==> src/rtl/td4_prog_loader.sv <==
// Program loader and run controller for the MY_TD4 core: loads the 16x8 program ROM from a
// checksummed byte frame and drives the core's reset and clock-enable (run / step / halt).
module td4_prog_loader #(
   parameter int unsigned WORDS   = 16,
   parameter int unsigned DW      = 8,
   parameter int unsigned TIMEOUT = 1024
) (
   input  logic                  i_clk,
   input  logic                  i_rst_n,
   input  logic [7:0]            i_rx_data,
   input  logic                  i_rx_valid,
   output logic                  o_rx_ready,
   output logic [WORDS*DW-1:0]   o_rom_flat,
   output logic                  o_cpu_rst_n,
   output logic                  o_cpu_clk_en,
   output logic                  o_prog_valid,
   output logic                  o_busy,
   output logic                  o_err
);

   localparam int unsigned CW = $clog2(WORDS);
   localparam int unsigned TW = $clog2(TIMEOUT);

   localparam logic [7:0] CMD_LOAD = 8'hA5;
   localparam logic [7:0] CMD_RUN  = 8'h52;
   localparam logic [7:0] CMD_STEP = 8'h53;
   localparam logic [7:0] CMD_HALT = 8'h48;

   typedef enum logic [1:0] {
      S_IDLE   = 2'd0,
      S_LOAD   = 2'd1,
      S_CHK    = 2'd2,
      S_COMMIT = 2'd3
   } state_t;

   state_t              r_state;
   logic [CW-1:0]       r_cnt;
   logic [7:0]          r_sum;
   logic [TW-1:0]       r_timer;
   logic [DW-1:0]       r_shadow [WORDS];
   logic [WORDS*DW-1:0] r_rom;
   logic                r_cpu_rst_n;
   logic                r_clk_en;
   logic                r_run;
   logic                r_prog_valid;
   logic                r_err;
   logic                r_busy;

   state_t              w_state_nxt;
   logic [CW-1:0]       w_cnt_nxt;
   logic [7:0]          w_sum_nxt;
   logic [TW-1:0]       w_timer_nxt;
   logic                w_cpu_rst_n_nxt;
   logic                w_clk_en_nxt;
   logic                w_run_nxt;
   logic                w_prog_valid_nxt;
   logic                w_err_nxt;
   logic                w_shadow_we;
   logic                w_commit;
   logic                w_rx_ready;
   logic                w_xfer;
   logic [WORDS*DW-1:0] w_shadow_flat;

   // Ready is decoded from state; bytes are stalled during the commit cycle and in reset.
   assign w_rx_ready = i_rst_n & (r_state != S_COMMIT);
   assign w_xfer     = i_rx_valid & w_rx_ready;

   always_comb begin
      w_shadow_flat = '0;
      for (int i = 0; i < int'(WORDS); i++) begin
         w_shadow_flat[DW*i +: DW] = r_shadow[i];
      end
   end

   // Next-state and registered-output decode.
   always_comb begin
      w_state_nxt      = r_state;
      w_cnt_nxt        = r_cnt;
      w_sum_nxt        = r_sum;
      w_timer_nxt      = r_timer;
      w_cpu_rst_n_nxt  = r_cpu_rst_n;
      w_clk_en_nxt     = r_clk_en;
      w_run_nxt        = r_run;
      w_prog_valid_nxt = r_prog_valid;
      w_err_nxt        = r_err;
      w_shadow_we      = 1'b0;
      w_commit         = 1'b0;

      unique case (r_state)
         S_IDLE: begin
            w_clk_en_nxt = r_run;
            if (w_xfer) begin
               case (i_rx_data)
                  CMD_LOAD: begin
                     w_state_nxt     = S_LOAD;
                     w_cnt_nxt       = '0;
                     w_sum_nxt       = '0;
                     w_timer_nxt     = '0;
                     w_cpu_rst_n_nxt = 1'b0;
                     w_clk_en_nxt    = 1'b0;
                     w_run_nxt       = 1'b0;
                     w_err_nxt       = 1'b0;
                  end
                  CMD_RUN: begin
                     if (r_prog_valid) begin
                        w_run_nxt    = 1'b1;
                        w_clk_en_nxt = 1'b1;
                        w_err_nxt    = 1'b0;
                     end else begin
                        w_err_nxt    = 1'b1;
                     end
                  end
                  CMD_STEP: begin
                     if (r_prog_valid) begin
                        w_run_nxt    = 1'b0;
                        w_clk_en_nxt = 1'b1;
                        w_err_nxt    = 1'b0;
                     end else begin
                        w_err_nxt    = 1'b1;
                     end
                  end
                  CMD_HALT: begin
                     w_run_nxt    = 1'b0;
                     w_clk_en_nxt = 1'b0;
                     w_err_nxt    = 1'b0;
                  end
                  default: w_err_nxt = 1'b1;
               endcase
            end
         end
         S_LOAD: begin
            if (w_xfer) begin
               w_shadow_we = 1'b1;
               w_sum_nxt   = r_sum + i_rx_data;
               w_cnt_nxt   = r_cnt + CW'(1);
               w_timer_nxt = '0;
               if (r_cnt == CW'(WORDS - 1)) begin
                  w_state_nxt = S_CHK;
               end
            end else if (r_timer == TW'(TIMEOUT - 1)) begin
               w_state_nxt = S_IDLE;
               w_err_nxt   = 1'b1;
            end else begin
               w_timer_nxt = r_timer + TW'(1);
            end
         end
         S_CHK: begin
            if (w_xfer) begin
               w_timer_nxt = '0;
               if (i_rx_data == r_sum) begin
                  w_state_nxt = S_COMMIT;
               end else begin
                  w_state_nxt = S_IDLE;
                  w_err_nxt   = 1'b1;
               end
            end else if (r_timer == TW'(TIMEOUT - 1)) begin
               w_state_nxt = S_IDLE;
               w_err_nxt   = 1'b1;
            end else begin
               w_timer_nxt = r_timer + TW'(1);
            end
         end
         S_COMMIT: begin
            w_commit         = 1'b1;
            w_prog_valid_nxt = 1'b1;
            w_cpu_rst_n_nxt  = 1'b1;
            w_clk_en_nxt     = 1'b0;
            w_run_nxt        = 1'b0;
            w_state_nxt      = S_IDLE;
         end
         default: w_state_nxt = S_IDLE;
      endcase
   end

   always_ff @(posedge i_clk or negedge i_rst_n) begin
      if (!i_rst_n) begin
         r_state      <= S_IDLE;
         r_cnt        <= '0;
         r_sum        <= '0;
         r_timer      <= '0;
         r_cpu_rst_n  <= 1'b0;
         r_clk_en     <= 1'b0;
         r_run        <= 1'b0;
         r_prog_valid <= 1'b0;
         r_err        <= 1'b0;
         r_busy       <= 1'b0;
      end else begin
         r_state      <= w_state_nxt;
         r_cnt        <= w_cnt_nxt;
         r_sum        <= w_sum_nxt;
         r_timer      <= w_timer_nxt;
         r_cpu_rst_n  <= w_cpu_rst_n_nxt;
         r_clk_en     <= w_clk_en_nxt;
         r_run        <= w_run_nxt;
         r_prog_valid <= w_prog_valid_nxt;
         r_err        <= w_err_nxt;
         r_busy       <= (w_state_nxt != S_IDLE);
      end
   end

   // Shadow buffer collects the frame; the ROM image is replaced whole in the commit cycle.
   always_ff @(posedge i_clk or negedge i_rst_n) begin
      if (!i_rst_n) begin
         for (int i = 0; i < int'(WORDS); i++) begin
            r_shadow[i] <= '0;
         end
         r_rom <= '0;
      end else begin
         if (w_shadow_we) begin
            r_shadow[r_cnt] <= DW'(i_rx_data);
         end
         if (w_commit) begin
            r_rom <= w_shadow_flat;
         end
      end
   end

   assign o_rx_ready   = w_rx_ready;
   assign o_rom_flat   = r_rom;
   assign o_cpu_rst_n  = r_cpu_rst_n;
   assign o_cpu_clk_en = r_clk_en;
   assign o_prog_valid = r_prog_valid;
   assign o_busy       = r_busy;
   assign o_err        = r_err;

endmodule

==> config.mk <==
export PLATFORM = sky130hd
export DESIGN_NAME = td4_prog_loader
export DESIGN_NICKNAME = d
export VERILOG_FILES = /design/src/rtl/td4_prog_loader.sv
export SDC_FILE = /design/constraint.sdc
export NUM_CORES = 1
export LEC_CHECK = 0
export BUFFER_PORTS_ARGS = -buffer_cell sky130_fd_sc_hd__buf_2
export CAP_MARGIN = 20
export CORE_MARGIN = 5
export CORE_UTILIZATION = 50
export DETAILED_ROUTE_END_ITERATION = 8
export GPL_TIMING_DRIVEN = 0
export PLACE_DENSITY = 0.68
export SYNTH_ARGS = -nofsm -noshare
export SYNTH_HDL_FRONTEND = slang
export SYNTH_SLANG_ARGS = --single-unit
export TNS_END_PERCENT = 1
==> constraint.sdc <==
create_clock -name i_clk -period 3.3 [get_ports i_clk]
set_clock_uncertainty 0.1 [all_clocks]
set_input_delay 0.33 -clock i_clk [delete_from_list [all_inputs] [get_ports i_clk]]
set_output_delay 0.33 -clock i_clk [all_outputs]
set_load 0.05 [all_outputs]
## After elaboration in Yosys (flattened, before gate mapping)

Index checks and enable logic that the tools add are counted.

| cells by class | value |
|---|---|
| add/sub/neg operators | 3 |
| order comparisons | 2 |
| equality and inequality tests | 19 |
| multiplexer cells | 46 |
| bitwise logic cells | 3 |
| reductions and logical operators | 15 |

Operators by type and width:

| operator | number |
|---|---|
| 128-bit bitwise mux | 1 |
| 10-bit two-way mux | 4 |
| 8-bit demux with 4-bit select | 1 |
| 8-bit two-way mux | 4 |
| 8-bit by 7-bit equality test with 1-bit output (second input constant) | 3 |
| 10-bit case mux with 2 select lines | 1 |
| 8-bit case mux with 2 select lines | 1 |
| 4-bit AND reduction | 4 |
| 1-bit two-way mux | 15 |
| 2-bit two-way mux | 7 |
| 4-bit two-way mux | 3 |
| 10-bit by 1-bit adder with 10-bit output (second input constant) | 1 |
| 10-bit equality test (second input constant) | 1 |
| 1-bit case mux with 2 select lines | 5 |
| 3-bit != test (second input constant) | 3 |
| 8-bit adder | 1 |
| 8-bit equality test | 1 |
| 8-bit equality test (second input constant) | 1 |
| 2-bit != test (second input constant) | 4 |
| 2-bit case mux with 4 select lines | 1 |
| 4-bit case mux with 2 select lines | 1 |
| 2-bit nonzero test | 4 |
| 1-bit case mux with 3 select lines | 2 |
| 2-bit OR reduction | 3 |
| other kinds (14) | 16 |

| storage, ports and cells | value |
|---|---|
| register bits after elaboration | 286 |
| bits of input ports | 11 |
| output and inout port bits | 134 |

## Depth between registers and ports, before layout

| depth | value |
|---|---|
| depth after elaboration | 6 |
| gate-level depth with buffers | 9 |
| mapped depth without buffers | 7 |

## Worst setup path after synthesis

No wires, ideal clock.

| timing path | value |
|---|---|
| path type | reg2reg |
| start point | reg r_state[0] |
| end point | reg r_shadow[32] in the netlist's numbering |
| arrival | 2.275 ns |
| required time | 3.075 ns |
| setup slack | 0.801 ns |
| stages on the path, launching flop included | 10 |
| buffers on the path | 3 |
| period minus slack after synthesis | 2.499 ns |
| path through | dfrtp_1 > ha_1 > buf_4 > nor2b_2 > and2_1 > buf_4 > and3_1 > buf_2 > nand2_2 > mux2_2 |

| on the way | value |
|---|---|
| longest elaborated chain between the ends | 5 |
| elaborated cells between the ends (all ways) | 6 |
| those cells by class | 2 x eq/ne; 2 x mux; 2 x bitwise |

Ends and longest elaborated chain:

| what | RTL line | source |
|---|---|---|
| start: declaration | 36 | `state_t r_state;` |
| start signal: assignment | 188 | `r_state <= w_state_nxt;` |
| 2-bit != test | 65 | `assign w_rx_ready = i_rst_n & (r_state != S_COMMIT);` |
| 1-bit bitwise AND | 65 |  |
| named net o_rx_ready | 12 | `output logic o_rx_ready,` |
| 1-bit bitwise AND | 66 | `assign w_xfer = i_rx_valid & w_rx_ready;` |
| 1-bit two-way mux | 132 | `if (w_xfer) begin` |
| 1-bit two-way mux | 89 | `unique case (r_state)` |
| end signal: indexed assignment | 210 | `r_shadow[r_cnt] <= DW'(i_rx_data);` |
| end: declaration | 40 | `logic [DW-1:0] r_shadow [WORDS];` |

The timed path passes the listed nets, and every way through them passes these cells.
A chain may end at the register's enable or synchronous reset.

## Worst setup path in the final report

| timing path | value |
|---|---|
| start point | in i_rst_n |
| end point | reg r_shadow[80] in the netlist's numbering |

| on the way | value |
|---|---|
| longest elaborated chain between the ends | 4 |

Ends and longest elaborated chain:

| what | RTL line | source |
|---|---|---|
| start: declaration | 9 | `input logic i_rst_n,` |
| 1-bit bitwise AND | 65 |  |
| 1-bit bitwise AND | 66 |  |
| 1-bit two-way mux | 132 |  |
| 1-bit two-way mux | 89 |  |

No other way between the ends.

==> out/qor_table.md <==
| Item | This run | Unit |
|:---|:---|:---|
| Post-synthesis to final-layout area growth | 20.0 | % |
| Clock edge transition at the registers on the reported setup and hold paths | 60 | ps |
| Number of fillers in the final layout | 1,877 | - |
| Antenna violations before repair | 0 | - |
| Final routed wirelength across all metal layers | 25.6 | mm |
| Async SR Flop Fraction | 100 | % |
| Syn_area_per_cell | 14.7 | sq um |
| Arr. time, crit path | 3240 | ps |
| Library cell contributing the largest single delay on the critical path | sky130_fd_sc_hd__dlygate4sd3_1 | - |
| Postcts setup bufs | 0 | - |
| # port buffers | 144 | - |
| Die X | 163 | um |
| Largest fanout of any net on the critical path | 92 | - |
| Num CTS Buffers | 30 | - |
| Cts repair resizes | 0 | - |
| Clock share of power | 40.5 | % |
| First-pass GRT wire length | 41.4 | mm |
| Leakage power of the design | 7.42 | nW |
| Proportion of power drawn by combinational gates | 14.6 | % |
| HPWL after detailed placement | 16.9 | mm |
| Clock H-tree levels | 1 | - |
| Cell area after synthesis | 0.0117 | sq mm |
| Maximum number of pins on one net before global-route repair | 103 | - |
| Count of antenna diodes in the layout | 0 | - |
| Total clock sinks | 286 | - |
| Vias in the first global route | 7,383 | - |
| Final max-slew violation count | 0 | - |
| Post-route minimum period | 2900 | ps |
| Total congestion overflow after global routing | 0 | - |
| Worst Path Required | 3630 | ps |
| Element type at the critical path start | input pin | - |
| Count of unresolved DRC violations after routing | 0 | - |
| Starting Density | 50.4 | % |
| Final number of setup-violating endpoints | 0 | - |
| DRC marker count from the first detailed-route iteration | 448 | - |
| GP Congestion | 0.824 | - |
| Area of the core | 0.0233 | sq mm |
| Number of vias per cell after detailed routing | 5.38 | - |
| Worst Max-Slew Pin Slew | 809 | ps |
| Number of synthesized flops with an enable pin | 0 | - |
| Critical Path Max Stage Delay | 560 | ps |
| Buffer type at the clock tree root | sky130_fd_sc_hd__clkbuf_16 | - |
| Syn Nets | 827 | - |
| Final routed wire length divided by cell count | 19.4 | um |
| Most prevalent standard cell on the critical path | sky130_fd_sc_hd__buf_16 | - |
| Total number of vias | 7,098 | - |
| Number of top-level design ports | 145 | - |
| Most common library cell in the layout ignoring fill and taps | sky130_fd_sc_hd__dfrtp_1 | - |
| Cell Pwr Density | 647 | mW/mm^2 |
| Finished Layout Cells | 1,319 | - |
| Setup TNS | 0 | ps |
| Footprint of the multi-input gates | 0.00434 | sq mm |
| Worst ir drop on vdd | 0.000503 | V |
| Cell Chain, Critical Path | dlygate4sd3_1 -> buf_8 -> buf_16 -> buf_16 -> nor2b_2 -> and2_1 -> and3_1 -> clkbuf_1 -> nand2_1 -> mux2_2 | - |
| Clock tree from TritonCTS | built | - |
| Min-delay worst type | in -> reg | - |
| Number of nets in the layout | 1,008 | - |
| Cell count after synthesis | 798 | - |
| Critical Setup Path Class | in -> reg | - |
| Status | finished, final reports clean | - |
| Vert. Die Dim | 163 | um |
| Initial DRT Pass Iterations | 6 | - |
| Cell count after placement | 1,263 | - |
| Post-synthesis cell type count | 58 | - |
| Clock Latency Late Sink | 560 | ps |
| Number of buffers between clock root and the deepest sink | 3 | - |
| Final number of hold-violating endpoints | 0 | - |
| Sequential area share after synthesis | 61.0 | % |
| Highest attainable clock frequency | 344 | MHz |
| Number of synthesized register bits | 286 | - |
| Max-slew headroom | 46.0 | % |
| MaxCap Viol Count | 0 | - |
| Commonest non-fill, non-tap cells in the layout | 286 x sky130_fd_sc_hd__dfrtp_1, 257 x sky130_fd_sc_hd__mux2_2, 156 x sky130_fd_sc_hd__buf_2 | - |
| Switching Power | 2.40 | mW |
| Commonest register cell after synthesis | sky130_fd_sc_hd__dfrtp_1 | - |
| GRT Overall Usage | 19.5 | % |
| Portion of the clock cycle consumed by the worst path in the final layout | 88.0 | % |
| Setup repair after global routing missed its margin | no | - |
| Row Count | 56 | - |
| Synthesis Warnings | 0 | - |
| Type of destination of the critical path | flip-flop | - |
| Post-route ant nets | 0 | - |
| P_int | 6.70 | mW |
| Area taken by flip-flops and latches | 0.00716 | sq mm |
| Final-layout worst hold slack | 114 | ps |
| Net switching share of the total power | 26.4 | % |
| Part of the total power dissipated in sequential elements | 44.9 | % |
| Layout cells sized above 1 | 49.4 | % |
| Total Die Area | 0.0266 | sq mm |
## worst max-delay path, delay by kind of cell
family	cells	cell delay, ps
buffers and inverters	5	1610
and+or+nand+nor	4	840
muxes	1	370
## metrics by stage
stage,setup WS [ps],power (mW),utilization (%),area [sq um]
after floorplan,801,5.08,-,11700
final,395,9.10,60.5,14100
after CTS,186,9.19,60.4,14100
after global routing,108,9.55,60.5,14100
after detailed placement,-419,5.48,55.5,12900
after global placement,-4130,5.43,55.2,12800
## area by class of cell
cell class,count,area share (%)
sequential,286,50.8
multi-input combinational,456,30.8
timing repair buffer,149,6.03
clock inverter,19,2.25
tap,319,2.83
inverter,11,0.293
clock buffer,34,5.58
buffer,45,1.37
## state kept, by name (all words and copies together) (netlist names)
register      count
r_run             1
r_sum             8
o_err             1
o_prog_valid      1
o_rom_flat      128
r_shadow        128
o_cpu_clk_en      1
r_cnt             4
r_state           2
r_timer          10
o_cpu_rst_n       1
o_busy            1
## power by group through the flow
stage / sequential (mW) / combinational, mW / clock [mW]
2_1_floorplan: 4.22 / 0.866 / 0
3_3_place_gp: 4.14 / 1.29 / 0
3_5_place_dp: 4.15 / 1.33 / 0
4_1_cts: 4.09 / 1.34 / 3.77
5_1_grt: 4.14 / 1.48 / 3.94
6_report: 4.09 / 1.33 / 3.69
## final timing paths
check                                  endpoint    startpoint  cells after the start  slack, ps
worst max-delay path               r_shadow[80]       i_rst_n                     10        400
worst min-delay path                   r_sum[1]  i_rx_data[1]                      3        110
worst max register to register  o_rom_flat[121]    r_state[0]                      5        690
worst min register to register         r_sum[2]      r_sum[2]                      2        390
max in group asynchronous        o_rom_flat[92]       i_rst_n                      4       2130
min in group asynchronous        o_rom_flat[15]       i_rst_n                      3        290
## logic make-up (layout without fill, tap and decap cells)
| logic type | count (synthesis) | in the layout | share of synthesized area (%) |
|---|---|---|---|
| flops | 286 | 286 | 61.0 |
| mux | 257 | 257 | 24.7 |
| simple gates | 106 | 106 | 5.75 |
| compound gates | 70 | 70 | 4.21 |
| buf+inv | 56 | 258 | 1.99 |
| fa+ha+maj | 18 | 18 | 1.98 |
| xor+xnor | 5 | 5 | 0.373 |
## metal layers
layer / global-route usage, % / vias up / share of wire (%)
met3: 4.39 / 33 / 5.8
met2: 31.7 / 168 / 48
met5: 0 / - / 0
met1: 27.6 / 3666 / 45
li1: - / 3231 / -
met4: 3.66 / 0 / 1.6
## Yosys cell counts (3+ instances only)
cell | n | area, sq um
sky130_fd_sc_hd__a21o_1 | 3 | 22.5
sky130_fd_sc_hd__a21oi_1 | 12 | 60.1
sky130_fd_sc_hd__a22o_1 | 8 | 70.1
sky130_fd_sc_hd__a31oi_1 | 4 | 25.0
sky130_fd_sc_hd__and3_1 | 8 | 50.1
sky130_fd_sc_hd__buf_2 | 13 | 65.1
sky130_fd_sc_hd__clkbuf_1 | 29 | 109
sky130_fd_sc_hd__dfrtp_1 | 286 | 7160
sky130_fd_sc_hd__ha_1 | 17 | 213
sky130_fd_sc_hd__inv_1 | 11 | 41.3
sky130_fd_sc_hd__mux2_2 | 257 | 2890
sky130_fd_sc_hd__nand2_1 | 22 | 82.6
sky130_fd_sc_hd__nand2_2 | 9 | 56.3
sky130_fd_sc_hd__nand2b_1 | 3 | 18.8
sky130_fd_sc_hd__nand3_1 | 14 | 70.1
sky130_fd_sc_hd__nand3_4 | 3 | 52.6
sky130_fd_sc_hd__nor2_1 | 12 | 45.0
sky130_fd_sc_hd__nor2b_1 | 3 | 18.8
sky130_fd_sc_hd__nor3_1 | 3 | 15.0
sky130_fd_sc_hd__o211ai_1 | 3 | 22.5
sky130_fd_sc_hd__o21ai_0 | 19 | 95.1
sky130_fd_sc_hd__o31ai_1 | 5 | 37.5
sky130_fd_sc_hd__or2_2 | 3 | 18.8
sky130_fd_sc_hd__or3_1 | 4 | 25.0
sky130_fd_sc_hd__or4_1 | 3 | 22.5
sky130_fd_sc_hd__xor2_1 | 3 | 26.3
## what timing repair did
item | in CTS | in global routing
setup endpoints to repair | 0 | 35
hold endpoints to repair | 96 | 0
hold buffers | 2 | 0
No activity file was read; power rests on OpenSTA's default activity.
